### config.mk
export PLATFORM = sky130hd
export DESIGN_NAME = count_arbiter
export DESIGN_NICKNAME = d
export VERILOG_FILES = /design/src/rtl/count_arb_pkg.sv /design/src/rtl/count_arbiter_sync_counter.sv /design/src/rtl/count_arbiter.sv
export SDC_FILE = /design/constraint.sdc
export NUM_CORES = 1
export LEC_CHECK = 0
export ABC_AREA = 1
export BUFFER_PORTS_ARGS = -buffer_cell sky130_fd_sc_hd__clkbuf_2
export CORE_ASPECT_RATIO = 0.75
export CORE_MARGIN = 2
export CORE_UTILIZATION = 35
export DETAILED_ROUTE_END_ITERATION = 10
export PLACE_DENSITY = 0.61
export SYNTH_ARGS = -nofsm -noshare
export SYNTH_HDL_FRONTEND = slang
export SYNTH_SLANG_ARGS = --single-unit
### constraint.sdc
create_clock -name clk -period 1.8 [get_ports clk]
set_input_delay 0.09 -clock clk [delete_from_list [all_inputs] [get_ports clk]]
set_output_delay 0.09 -clock clk [all_outputs]
set_load 0.01 [all_outputs]
### src/rtl/count_arb_pkg.sv
// -----------------------------------------------------------------------------
// count_arb_pkg
// Shared definitions for the count_arbiter slice:
//   - DEFAULT_WIDTH : default counter / interval-length width
//   - state_t       : arbiter FSM state encoding (IDLE=0, COUNT=1, DONE=2)
//   - pick_winner() : round-robin choice between the two requesters
// -----------------------------------------------------------------------------
package count_arb_pkg;

    localparam int DEFAULT_WIDTH = 4;

    typedef enum logic [1:0] {
        ST_IDLE  = 2'd0,
        ST_COUNT = 2'd1,
        ST_DONE  = 2'd2
    } state_t;

    // Returns the index of the requester to serve. With a single requester it
    // wins outright; on a tie the one that was not served last wins.
    // Only meaningful when at least one bit of req is set.
    function automatic logic pick_winner(input logic [1:0] req,
                                         input logic       last_served);
        logic winner;
        if (req == 2'b11) begin
            winner = ~last_served;
        end else begin
            winner = req[1];
        end
        return winner;
    endfunction

endpackage : count_arb_pkg

### src/rtl/count_arbiter_sync_counter.sv
// -----------------------------------------------------------------------------
// sync_counter
// Synchronous WIDTH-bit up-counter. Clear has priority over enable, so the
// owner of the counter can restart it in the same cycle it would otherwise
// count. All bits change on the same clock edge, keeping q glitch-free for
// downstream equality compares.
//
// Ports:
//   clk    in   rising-edge clock
//   reset  in   asynchronous active-low reset, forces q to 0
//   clr    in   synchronous clear (priority over en)
//   en     in   count enable, q <= q + 1 (modulo 2^WIDTH)
//   q      out  current count
// -----------------------------------------------------------------------------
module sync_counter
    import count_arb_pkg::*;
#(
    parameter int WIDTH = DEFAULT_WIDTH
) (
    input  logic             clk,
    input  logic             reset,
    input  logic             clr,
    input  logic             en,
    output logic [WIDTH-1:0] q
);

    // NOTE: clocked state is updated with non-blocking assignments so every
    // register samples pre-edge values regardless of block evaluation order.
    always_ff @(posedge clk or negedge reset) begin
        if (!reset) begin
            q <= '0;
        end else if (clr) begin
            q <= '0;
        end else if (en) begin
            q <= q + WIDTH'(1);
        end
    end

endmodule : sync_counter

### src/rtl/count_arbiter.sv
// -----------------------------------------------------------------------------
// count_arbiter
// Shares one WIDTH-bit up-counter between two requesters. A round-robin FSM
// grants the counter to one requester, counts 0..len, pulses that requester's
// done for one cycle, and returns to IDLE. Dropping req while counting aborts
// the interval without a done pulse.
//
// Ports:
//   clk    in   rising-edge clock
//   reset  in   asynchronous active-low reset
//   req    in   [1:0] request per requester; held until done or to abort
//   len0   in   [WIDTH-1:0] terminal count for requester 0 (sampled at grant)
//   len1   in   [WIDTH-1:0] terminal count for requester 1 (sampled at grant)
//   grant  out  [1:0] one-hot owner of the counter, or zero
//   done   out  [1:0] one-cycle pulse to the owner at interval end
//   busy   out  high in any state other than IDLE
//   q      out  [WIDTH-1:0] current count value
//
// Timing summary: grant/busy rise on the edge that samples req in IDLE, with
// q=0. q walks 0..len over len+1 COUNT cycles, then one DONE cycle carries the
// done pulse, so grant is high for len+2 cycles. At least one IDLE cycle
// separates consecutive intervals.
// -----------------------------------------------------------------------------
module count_arbiter
    import count_arb_pkg::*;
#(
    parameter int WIDTH = DEFAULT_WIDTH
) (
    input  logic             clk,
    input  logic             reset,
    input  logic [1:0]       req,
    input  logic [WIDTH-1:0] len0,
    input  logic [WIDTH-1:0] len1,
    output logic [1:0]       grant,
    output logic [1:0]       done,
    output logic             busy,
    output logic [WIDTH-1:0] q
);

    state_t           state;
    logic             owner;        // index of the current grant holder
    logic             last_served;  // round-robin pointer
    logic [WIDTH-1:0] len_lat;      // terminal count captured at grant

    logic             next_owner;
    logic             abort;
    logic             term;
    logic             cnt_clr;
    logic             cnt_en;

    assign next_owner = pick_winner(req, last_served);

    // Owner withdrew its request; only acted on in COUNT.
    assign abort = ~req[owner];

    // q is a registered counter output, so this compare is glitch-free.
    assign term = (q == len_lat);

    // Counter control. The counter is held at zero everywhere except COUNT,
    // so every interval starts from 0 without an extra clear cycle. In COUNT
    // it advances until the terminal value, then holds for the DONE cycle.
    // An abort clears it on the same edge the FSM returns to IDLE.
    // NOTE: every output of this block gets a default first, so no path can
    // leave a signal unassigned and infer a latch.
    always_comb begin
        cnt_clr = 1'b1;
        cnt_en  = 1'b0;
        if (state == ST_COUNT && !abort) begin
            cnt_clr = 1'b0;
            cnt_en  = ~term;
        end
    end

    sync_counter #(
        .WIDTH (WIDTH)
    ) u_counter (
        .clk   (clk),
        .reset (reset),
        .clr   (cnt_clr),
        .en    (cnt_en),
        .q     (q)
    );

    // Arbiter FSM with registered grant / done / busy.
    // last_served resets to 1 so requester 0 wins the first tie.
    always_ff @(posedge clk or negedge reset) begin
        if (!reset) begin
            state       <= ST_IDLE;
            owner       <= 1'b0;
            last_served <= 1'b1;
            len_lat     <= '0;
            grant       <= 2'b00;
            done        <= 2'b00;
            busy        <= 1'b0;
        end else begin
            done <= 2'b00;

            unique case (state)
                ST_IDLE: begin
                    if (|req) begin
                        state       <= ST_COUNT;
                        owner       <= next_owner;
                        last_served <= next_owner;
                        len_lat     <= next_owner ? len1 : len0;
                        grant       <= next_owner ? 2'b10 : 2'b01;
                        busy        <= 1'b1;
                    end
                end

                ST_COUNT: begin
                    // Abort wins over a terminal-count match on the same edge.
                    if (abort) begin
                        state <= ST_IDLE;
                        grant <= 2'b00;
                        busy  <= 1'b0;
                    end else if (term) begin
                        state <= ST_DONE;
                        done  <= grant;
                    end
                end

                ST_DONE: begin
                    // req is deliberately ignored here; the owner may already
                    // have dropped it after seeing the terminal count.
                    state <= ST_IDLE;
                    grant <= 2'b00;
                    busy  <= 1'b0;
                end

                default: begin
                    state <= ST_IDLE;
                    grant <= 2'b00;
                    busy  <= 1'b0;
                end
            endcase
        end
    end

endmodule : count_arbiter

==> impl_metrics.toml <==
[logic_synthesis]
yosysWarnings = 0
synth_seq_area_share = 0.489
avgSynthCellArea_um2 = 7.86
synth_fp_nets = 124
yosysUniqueCellTypes = 16
postSynthCellCount = 111
syn-cell-area_um2 = 872
ys_seq_elements = 17

[final_layout]
fin_area_um2 = 1050
fillerInstances = 255
fin_nets = 150
layout_common_cells = "nand2_1, clkbuf_2, inv_1"
drive_gt1_frac = 0.235
antenna_cells = 0
layout_commonest_cell = "nand2_1"
area_delta_synth_final_pct = 20.9

[placed_design]
port_buffers = 20
hpwl_um = 1360
dpl_cell_area_um2 = 1010
place_congestion = 0.802

[critical_path]
cp_common_cell = "o21ai_0"
cp_top_family = "compound AO/OA/AOI/OAI gates"
cp.buffers_inverters = 1
path_cells = "nor2_1, o21ai_2, inv_1, o21ai_0, o21ai_0"
required_ps = 2020
cp-end-kind = "flop"
startpoint = "state[1]"
crit_path_top_delay_cell = "dfrtp_1"
cp_max_fo = 9
worstSetupStartpointType = "flop"
worstSetupPathType = "reg -> reg"
max_stage_delay_ps = 390
crit_arrival_ps = 1500
crit-reg2reg-launch = "state[1]"

[timing]
maxSlewViolCount = 0
setup_viol = 0
relSlewSlack = 0.716
fmax_ghz = 0.786
rsz0062_at_grt = "no"
fin_setup_tns_ps = 0
finClkSkew_ps = 13.2
fin_crit_sh = 0.707
hold_viol = 0
finalCriticalPeriod_ps = 1270
hold_ws_ps = 55.1
worst_pin_slew_ps = 426

[pwr]
p_per_area_nw_per_um2 = 1420
power_frac_clock = 0.147
intPower_uw = 826
swShare = 0.448
p_sw_uw = 672
pwr-share-comb = 0.430
seqPwrFrac = 0.423
total_power_mw = 1.50
leakage_nw = 0.593
ir_worst_vdd_v = 0.000641

[global_routing]
grt_antenna_before_repair = 0
grt_max_degree = 18
gr-total-overflow = 0
grt_pass1_wl_um = 2910
grtUsageTotal = 0.138
grt_pass1_vias = 670

[cts]
clkTransAtPathRegs_ps = 120
post_cts_buffers = 0
clk_path_buf_depth = 2
cts_tree = "yes"
insertion_delay_ps = 300
clockRootBuffer = "clkbuf_4"
numCtsBuffers = 3
h-tree-depth = 1
clkSinkCount = 17

[floorplanning]
start_util = 0.375
die_h_um = 47.2
io_pins = 21
num_rows = 15
die_w_um = 61.6
dieArea_um2 = 2910
core_um2 = 2330

[status]
status = "completed"

[routing]
viasPerCell = 4.53
drc = 0
ant_nets = 0
num_vias = 770
first_iter_violations = 27
wl_um = 1780
firstDrtPassIters = 4
wire_per_inst_um = 10.5

[min_path]
hp-class = "in -> reg"
min-delay-start = "len1[3]"

[flow_run]
cap_violations = 0
metal layers:
layer	share of wire	GRT usage
met1	0.54	0.198
met2	0.39	0.194
met3	0.063	0.0579
met4	0	0.0298
met5	0	0
path summary, 6_finish.rpt:
path | end | slack, ps | cells after the start
setup reg to reg | len_lat[1] | 530 | 5
hold reg to reg | last_served | 490 | 2
setup / recovery | len_lat[1] | 530 | 5
hold / removal | len_lat[3] | 60 | 3
min in group asynchronous | grant[1] | 240 | 2
max in group asynchronous | last_served | 1240 | 2
metrics by stage:
| stage | utilization | setup slack, ps | instances |
|---|---|---|---|
| 3_3_place_gp | 0.436 | 580 | 165 |
| 2_1_floorplan | - | 678 | 111 |
| 4_1_cts | 0.453 | 520 | 170 |
| 6_report | 0.453 | 528 | 170 |
| 3_5_place_dp | 0.436 | 566 | 165 |
| 5_1_grt | 0.453 | 384 | 170 |
worst register-to-register path, stage by stage (launching register included):
cell	delay (ps)
dfrtp_1	390
nor2_1	210
o21ai_2	160
inv_1	150
o21ai_0	90
o21ai_0	180
synthesized netlist by cell type:
cell type / number / area, um2
a21oi_4: 1 / 16.3
o21ai_0: 10 / 50.1
ha_1: 1 / 12.5
dfrtp_1: 16 / 400
nor2_1: 7 / 26.3
xor2_1: 1 / 8.76
dfstp_2: 1 / 26.3
a21oi_2: 1 / 8.76
nand2_2: 1 / 6.26
nand3_2: 1 / 10.0
nand2_1: 38 / 143
nand4_1: 5 / 31.3
inv_1: 19 / 71.3
o21ai_2: 1 / 8.76
nor2_4: 2 / 22.5
nand3_1: 6 / 30.0
final cells by class:
type | instances | area [um2] | share of cell area
clock buffer | 3 | 22.5 | 0.0214
sequential | 17 | 427 | 0.405
inverter | 19 | 71.3 | 0.0676
clock inverter | 1 | 7.51 | 0.00712
tap | 34 | 42.5 | 0.0403
multi-input combinational | 75 | 374 | 0.355
timing repair buffer | 21 | 110 | 0.104
cell families (layout without fill, tap and decap cells):
kind of cell | Yosys count | count (layout) | synth area share
buffers and inverters | 19 | 44 | 0.0818
and+or+nand+nor | 60 | 60 | 0.308
DFF | 17 | 17 | 0.489
xor gates and xnor gates | 1 | 1 | 0.0100
AOI/OAI and AO/OA | 13 | 13 | 0.0961
adders and majority gates | 1 | 1 | 0.0143
power groups by stage:
stage               sequential (mW)  combinational, mW  clock (mW)
global placement              0.635              0.639           0
finish                        0.633              0.645       0.220
CTS                           0.634              0.654       0.225
detailed placement            0.643              0.646           0
global route                  0.650              0.743       0.237
floorplan                     0.638              0.464           0
flip-flops by register name, indices dropped and copies added, names as in the netlist:
name and flops:
last_served 1, grant 2, len_lat 4, busy 1
owner 1, state 2, u_counter.q 4, done 2
what timing repair did:
action	CTS	global route
resized for setup	0	0
hold buffers	1	0
endpoints found under the hold margin	16	0
Note: power is estimated with default switching activity, not from simulation.
